==> config.mk <==
export PLATFORM = sky130hd
export DESIGN_NAME = rr_arb_mux
export DESIGN_NICKNAME = d
export VERILOG_FILES = /design/src/rtl/rr_arb_mux.sv
export SDC_FILE = /design/constraint.sdc
export NUM_CORES = 1
export LEC_CHECK = 0
export BUFFER_PORTS_ARGS = -buffer_cell sky130_fd_sc_hd__buf_2
export CORE_ASPECT_RATIO = 0.6
export CORE_UTILIZATION = 41
export DETAILED_ROUTE_END_ITERATION = 12
export GPL_TIMING_DRIVEN = 1
export PLACE_DENSITY_LB_ADDON = 0.12
export SLEW_MARGIN = 20
export SYNTH_ARGS = -nofsm -noshare
export SYNTH_HDL_FRONTEND = slang
export SYNTH_SLANG_ARGS = --single-unit
==> constraint.sdc <==
create_clock -name clk -period 2.36 [get_ports clk]
set_input_delay 0.472 -clock clk [delete_from_list [all_inputs] [get_ports clk]]
set_output_delay 0.472 -clock clk [all_outputs]
set_load 0.02 [all_outputs]
==> src/rtl/rr_arb_mux.sv <==
// N-input valid/ready multiplexer whose select comes from an internal round-robin
// arbiter, feeding a single registered output stage that sustains one beat per cycle.
module rr_arb_mux #(
  parameter int  N_INS     = 4,
  parameter int  WIDTH     = 32,
  localparam int SEL_WIDTH = $clog2(N_INS)
) (
  input  logic                            clk,
  input  logic                            rst_aL,
  input  logic [N_INS-1:0]                in_valid,
  input  logic [N_INS-1:0][WIDTH-1:0]     ins,
  output logic [N_INS-1:0]                in_ready,
  output logic                            out_valid,
  output logic [WIDTH-1:0]                out,
  output logic [SEL_WIDTH-1:0]            out_sel,
  input  logic                            out_ready
);

  // One spare bit so last_grant + offset never overflows before the modulo fold.
  localparam int                 CAND_WIDTH = SEL_WIDTH + 1;
  localparam logic [SEL_WIDTH:0] N_EXT      = CAND_WIDTH'(N_INS);
  localparam logic [SEL_WIDTH-1:0] LAST_INIT = SEL_WIDTH'(N_INS - 1);

  logic [SEL_WIDTH-1:0] last_grant;
  logic [SEL_WIDTH-1:0] grant_idx;
  logic                 grant_any;
  logic [SEL_WIDTH:0]   cand;
  logic [N_INS-1:0]     grant;
  logic                 can_load;
  logic                 load;

  assign can_load = !out_valid || out_ready;
  assign load     = grant_any && can_load;

  // Rotating priority search: channel last_grant+1 first, wrapping modulo N_INS.
  // NOTE: every variable assigned in always_comb gets a default at the top,
  // otherwise paths that skip an assignment infer a latch.
  always_comb begin
    grant_any = 1'b0;
    grant_idx = '0;
    cand      = '0;
    for (int k = 1; k <= N_INS; k++) begin
      cand = {1'b0, last_grant} + CAND_WIDTH'(k);
      if (cand >= N_EXT) cand = cand - N_EXT;
      if (!grant_any && in_valid[cand[SEL_WIDTH-1:0]]) begin
        grant_any = 1'b1;
        grant_idx = cand[SEL_WIDTH-1:0];
      end
    end
  end

  always_comb begin
    grant            = '0;
    grant[grant_idx] = grant_any;
  end

  // Gated by reset so no requester sees an accept while the block is held in reset.
  assign in_ready = grant & {N_INS{can_load && rst_aL}};

  // NOTE: state is written with non-blocking assignments so every register samples
  // pre-edge values; the datapath register is reset too because out=0 is observable.
  always_ff @(posedge clk or negedge rst_aL) begin
    if (!rst_aL) begin
      out_valid  <= 1'b0;
      out        <= '0;
      out_sel    <= '0;
      last_grant <= LAST_INIT;
    end else if (load) begin
      out_valid  <= 1'b1;
      out        <= ins[grant_idx];
      out_sel    <= grant_idx;
      last_grant <= grant_idx;
    end else if (out_ready) begin
      out_valid  <= 1'b0;
    end
  end

  a_ready_onehot : assert property (@(posedge clk) disable iff (!rst_aL)
    $onehot0(in_ready));

  a_stall_holds : assert property (@(posedge clk) disable iff (!rst_aL)
    (out_valid && !out_ready) |=> (out_valid && $stable(out) && $stable(out_sel)));

endmodule

Yosys cells after proc, flatten, opt, wreduce, memory -nomap -nowiden
Cells that the tools add are included.
Widths: inputs -> output; s select.
{ "totals": {"reg_bits": 37, "out_inout_bits": 39, "wordCells": 62, "input_bits": 135} }
{ "op_classes": {"addsub": 8, "reduce_logical": 12, "magnitude_cmp": 10, "bitwise": 2, "mux": 26} }
{ "ops": {"columns": ["cell", "n"], "rows": [
  ["$bmux 32 s2", 1],
  ["$mux 32", 1],
  ["$mux 2", 8],
  ["$lt 2x3->1 const B", 5],
  ["$ge 3x3->1 const B", 4],
  ["$mux 1", 11],
  ["$and 4x4->4", 2],
  ["$bmux 1 s2", 4],
  ["$sub 2x1->2 const B", 4],
  ["$add 2x2->3 const B", 2],
  ["$logic_and 1x1->1", 6],
  ["$logic_not 1->1", 4],
  ["$add 2x1->3 const B", 1],
  ["$add 2x3->3 const B", 1],
  ["$demux 1 s2", 1],
  ["$ge 2x1->1 const B", 1],
  ["$reduce_bool 2->1", 1],
  ["$logic_or 1x1->1", 1]
]} }

Depth between registers and ports, before layout
{ "depth": {"ltp_word": 21, "depth_mapped": 7, "mapped_depth_nobuf": 4} }

Worst setup path before layout
OpenSTA, ideal clock, no wires.
{ "synth_timing": {"path_type": "input to output", "from": "input port in_valid[0]", "to": "output port in_ready[3]", "slack_ns": 0.247, "t_arrival_ns": 1.641, "n_path_buf": 2, "required_ns": 1.888, "cell_stages": 5, "cell_sequence": "buf_2 -> nor2_1 -> a21boi_2 -> clkbuf_1 -> o2111a_1"} }
{ "synth_between": {"elab_chain_cells": 18, "elab_cells_between_ends": 29, "classes_between": "order compare: 2; mux: 18; bitwise: 2; reduce/logical: 7"} }
{ "synth_rtl": {"columns": ["item", "line_no", "text"], "rows": [
  ["from (decl)", "10", "input logic [N_INS-1:0] in_valid,"],
  ["$bmux 1 s2", "45", "if (!grant_any && in_valid[cand[SEL_WIDTH-1:0]]) begin"],
  ["$mux 1 (implied by the code)", "45", null],
  ["$mux 1", "45", null],
  ["$logic_not 1->1", "45", null],
  ["$logic_and 1x1->1", "45", null],
  ["$mux 1", "45", null],
  ["$logic_not 1->1", "45", null],
  ["$logic_and 1x1->1", "45", null],
  ["[2 not listed]", null, null],
  ["$logic_and 1x1->1", "45", null],
  ["$mux 2", "45", null],
  ["$lt 2x3->1 (implied by the code) / $ge 2x1->1 (equally long branches)", "54", "grant[grant_idx] = grant_any;"],
  ["$logic_and 1x1->1 (implied by the code)", "54", null],
  ["$mux 1 (implied by the code)", "54", null],
  ["$demux 1 s2", "54", null],
  ["$and 4x4->4 (no line) *", null, null],
  ["$and 4x4->4 *", "58", "assign in_ready = grant & {N_INS{can_load && rst_aL}};"],
  ["to (decl)", "12", "output logic [N_INS-1:0] in_ready,"]
]} }
Every way passes the cells marked *; elsewhere a longest branch is shown, timed or not. The select of a mux whose other input is x is not followed.

Final worst setup path
{ "layout_timing": {"from": "register last_grant[1]", "to": "output port in_ready[2]"} }
{ "layout_between": {"elab_chain_cells": 21, "elab_cells_between_ends": 45, "classes_between": "add/sub: 8; order compare: 6; mux: 22; bitwise: 2; reduce/logical: 7"} }
{ "layout_rtl": {"columns": ["item", "line_no", "text"], "rows": [
  ["from (decl)", "24", "logic [SEL_WIDTH-1:0] last_grant;"],
  ["from (signal assigned)", "72", "last_grant <= grant_idx;"],
  ["$add 2x1->3", "43", "cand = {1'b0, last_grant} + CAND_WIDTH'(k);"],
  ["$ge 3x3->1 / $sub 2x1->2 (equally long branches)", "44", "if (cand >= N_EXT) cand = cand - N_EXT;"],
  ["$mux 2", "44", null],
  ["$bmux 1 s2", "45", null],
  ["$mux 1 (implied by the code)", "45", null],
  ["$mux 1", "45", null],
  ["$logic_not 1->1", "45", null],
  ["$logic_and 1x1->1", "45", null],
  ["[5 not listed]", null, null],
  ["$logic_and 1x1->1", "45", null],
  ["$mux 2", "45", null],
  ["$lt 2x3->1 (implied by the code) / $ge 2x1->1 (equally long branches)", "54", null],
  ["$logic_and 1x1->1 (implied by the code)", "54", null],
  ["$mux 1 (implied by the code)", "54", null],
  ["$demux 1 s2", "54", null],
  ["$and 4x4->4 (no line) *", null, null],
  ["$and 4x4->4 *", "58", null]
]} }
Marks and branches as above.

==> summary.md <==
| Metric | Value |
|---|---|
| Nets | `569` |
| Synth Area in Compound Gates | `a little under two fifths` |
| Port Buffers | `173` |
| Initial antenna violation count | `0` |
| Post-synth EDFFs | `0` |
| Worst r2r src | `last_grant[1]` |
| Ant. Diodes | `0` |
| Period utilisation layout | `92.6%` |
| Synth Cell Area | `2430 sq um` |
| Yosys reg bits | `37` |
| Post-CTS Setup Bufs | `0` |
| Required time worst endpoint | `1.89 ns` |
| FFs w/ async S/R, synth | `100%` |
| Final hold vios | `0` |
| Max-Cap Viols | `0` |
| R2R Setup Slk | `0.36 ns` |
| Ys Warns | `0` |
| Cell Rows | `21` |
| Synth area leaders | `dfrtp_1 (36%), a221oi_1 (10%), o211ai_1 (9.9%)` |
| Skew final | `~0.0051 ns` |
| CP Launch Type | `flop` |
| Adder-cell share of the synthesized area | `0%` |
| Critical path origin | `last_grant[1]` |
| Critical path class | `flop to output port` |
| Synthesized instance count | `274` |
| Largest net degree at the start of global routing | `36` |
| Hpwl dp | `6.19 mm` |
| XOR/XNOR share of the synthesized area | `0%` |
| First drt pass iteration count | `5` |
| Core area | `5650 sq um` |
| Share of cells above drive strength 1 | `a little under half` |
| Hold Buf Count CTS | `0` |
| Register clock-pin slew on the reported worst setup and hold paths | `around 0.070 ns` |
| I/O Pins | `about 170` |
| CTS Sinks | `37` |
| ANT nets after route | `0` |
| Max-Slew Margin vs Limit | `71.1%` |
| DR vias/cell | `5.68` |
| DRC | `0` |
| Post-synth cell types | `37` |
| Register area | `approximately 930 sq um` |
| CTS max path bufs | `2` |
| Synth Area in Simple Gates | `14.9%` |
| Multi-input gate area | `1300 sq um` |
| Outcome | `complete, no violations` |
| Average size of a mapped cell | `approximately 8.9 sq um` |
| Final worst setup slack | `0.175 ns` |
| First DRT Iteration DRCs | `169` |
| Critical Path Sink Type | `output port` |
| WHS | `0.0345 ns` |
| Seq/Total Area, Yosys | `38.2%` |
| Yosys top cell by area | `dfrtp_1` |
| CP Max Fanout | `11` |
| Share of the synthesized area in the top cell type | `36.0%` |
| H-tree level count | `2` |
| Largest family of logic cells by synthesized area | `compound AO/OA/AOI/OAI gates` |
| WL/cell | `16.7 um` |
| Slew Viols, Final | `0` |
| Final setup violation count | `0` |
| Most common cell in the netlist | `nor2_1` |
| Fillers | `536` |
| Worst EP arrival | `1.71 ns` |
| GP Congestion | `a little under 0.9` |
| Overflow after GRT | `0` |
| Chip Width | `101 um` |
| Clock latency at the later pin of the worst-skew pair | `0.27 ns` |
| Commonest register cell after synthesis | `dfrtp_1` |
| CTS tree | `yes` |
| Syn_nets | `just over 400` |
| Vias | `2927` |
| Final total negative setup slack | `0 ns` |
| Post-synthesis mux area share | `0.412%` |
| First-pass GRT wire length | `12.5 mm` |
| PD cells | `704 nW/um^2` |
| Root Driver | `clkbuf_8` |
| TritonCTS Buffers | `5` |
| Worst slack, placed | `0.317 ns` |
| Vias in the first global route | `2588` |
| F_max | `458 MHz` |
| Total Wirelength | `approximately 8.6 mm` |
| Static leakage | `1.57 nW` |
| RSZ-0062 raised after global routing | `false` |
| Post-cts sizing count | `0` |
| Full die area | `roughly 6300 sq um` |
| Chip height | `61.6 um` |
| Area growth, synth to finish | `39.3%` |
| Synth top cells by count | `nor2_1 (37), dfrtp_1 (35), nand2_1 (33), a31oi_1 (32), o211ai_1 (32)` |
| Fin crit period | `2.19 ns` |
| Slew @ Worst Pin | `around 0.43 ns` |
| Hold Crit Class | `input port to async pin` |
| VDD IR max | `about 260 uV` |
| Starting Density | `between 40% and 50%` |
| Total GRT Usage | `between 20% and 30%` |
[per-stage QoR]
stage	power [mW]	area (sq um)	utilization (%)	instances
2_1_floorplan	1.59	2430	-	274
3_3_place_gp	1.97	3310	58.5	507
3_5_place_dp	1.99	3310	58.5	507
4_1_cts	2.40	3390	59.9	515
5_1_grt	2.53	3390	59.9	515
6_report	2.38	3390	59.9	515
[power breakdown]
group          internal (mW)  switching, mW  total (mW)
Clock                  0.210          0.197       0.407
Sequential             0.789         0.0998       0.889
Combinational          0.410          0.678        1.09
[cell type report]
class	instances	area share, %
multi-input cells	203	38.4
well taps	80	2.96
flip-flops and latches	37	27.4
clock buffers	8	2.37
repair buffers	185	28.6
inverters	2	0.222
[flip-flops by register name, summed over array words and instances (netlist names)]
register and flops:
out 32, last_grant 2, out_valid 1, out_sel 2
[worst max-delay path, cell delays in order, from the launching register on]
cell,delay (ns)
dfstp_2,0.65
inv_1,0.15
o221a_2,0.32
and3_1,0.17
buf_2,0.15
[logic make-up (layout without fill, tap and decap cells)]
logic type | count (synthesis) | in the layout
flops | 37 | 37
simple gates | 86 | 86
compound gates | 116 | 116
mux | 1 | 1
buf+inv | 34 | 195
[path summary, 6_finish.rpt]
kind	endpoint	depth (start not counted)
setup reg to reg	out[27]	5
setup / recovery	in_ready[2]	4
min in group clk	out[11]	3
hold / removal	out[6]	1
max in group asynchronous	out[24]	2
hold reg to reg	out_sel[1]	1
[layout by cell type, fill, tap and decap left out, drive strengths merged]
cell,Yosys,final
a21oi,6,6
a31oi,32,32
clkbuf,10,8
o22ai,2,2
or3,1,1
nand2b,6,6
dfstp,2,2
dfrtp,35,35
nor3,1,1
or2,1,1
and3,3,3
mux2i,1,1
nor2b,1,1
a21o,2,2
nand3b,1,1
o221a,1,1
o41ai,1,1
nor4,1,1
inv,2,2
buf,22,185
o21a,1,1
a2bb2oi,1,1
a221oi,32,32
o211ai,33,33
nand2,33,33
o21ai,1,1
o2111a,1,1
a21boi,1,1
nor2,37,37
o21ba,2,2
nand3,1,1
[layer usage]
metal,global-route usage [%],share of wire (%)
met1,37.0,46
met2,43.7,46
met3,4.54,7.2
met4,5.18,0.73
met5,0,0
Note: power is estimated with default switching activity, not from simulation.
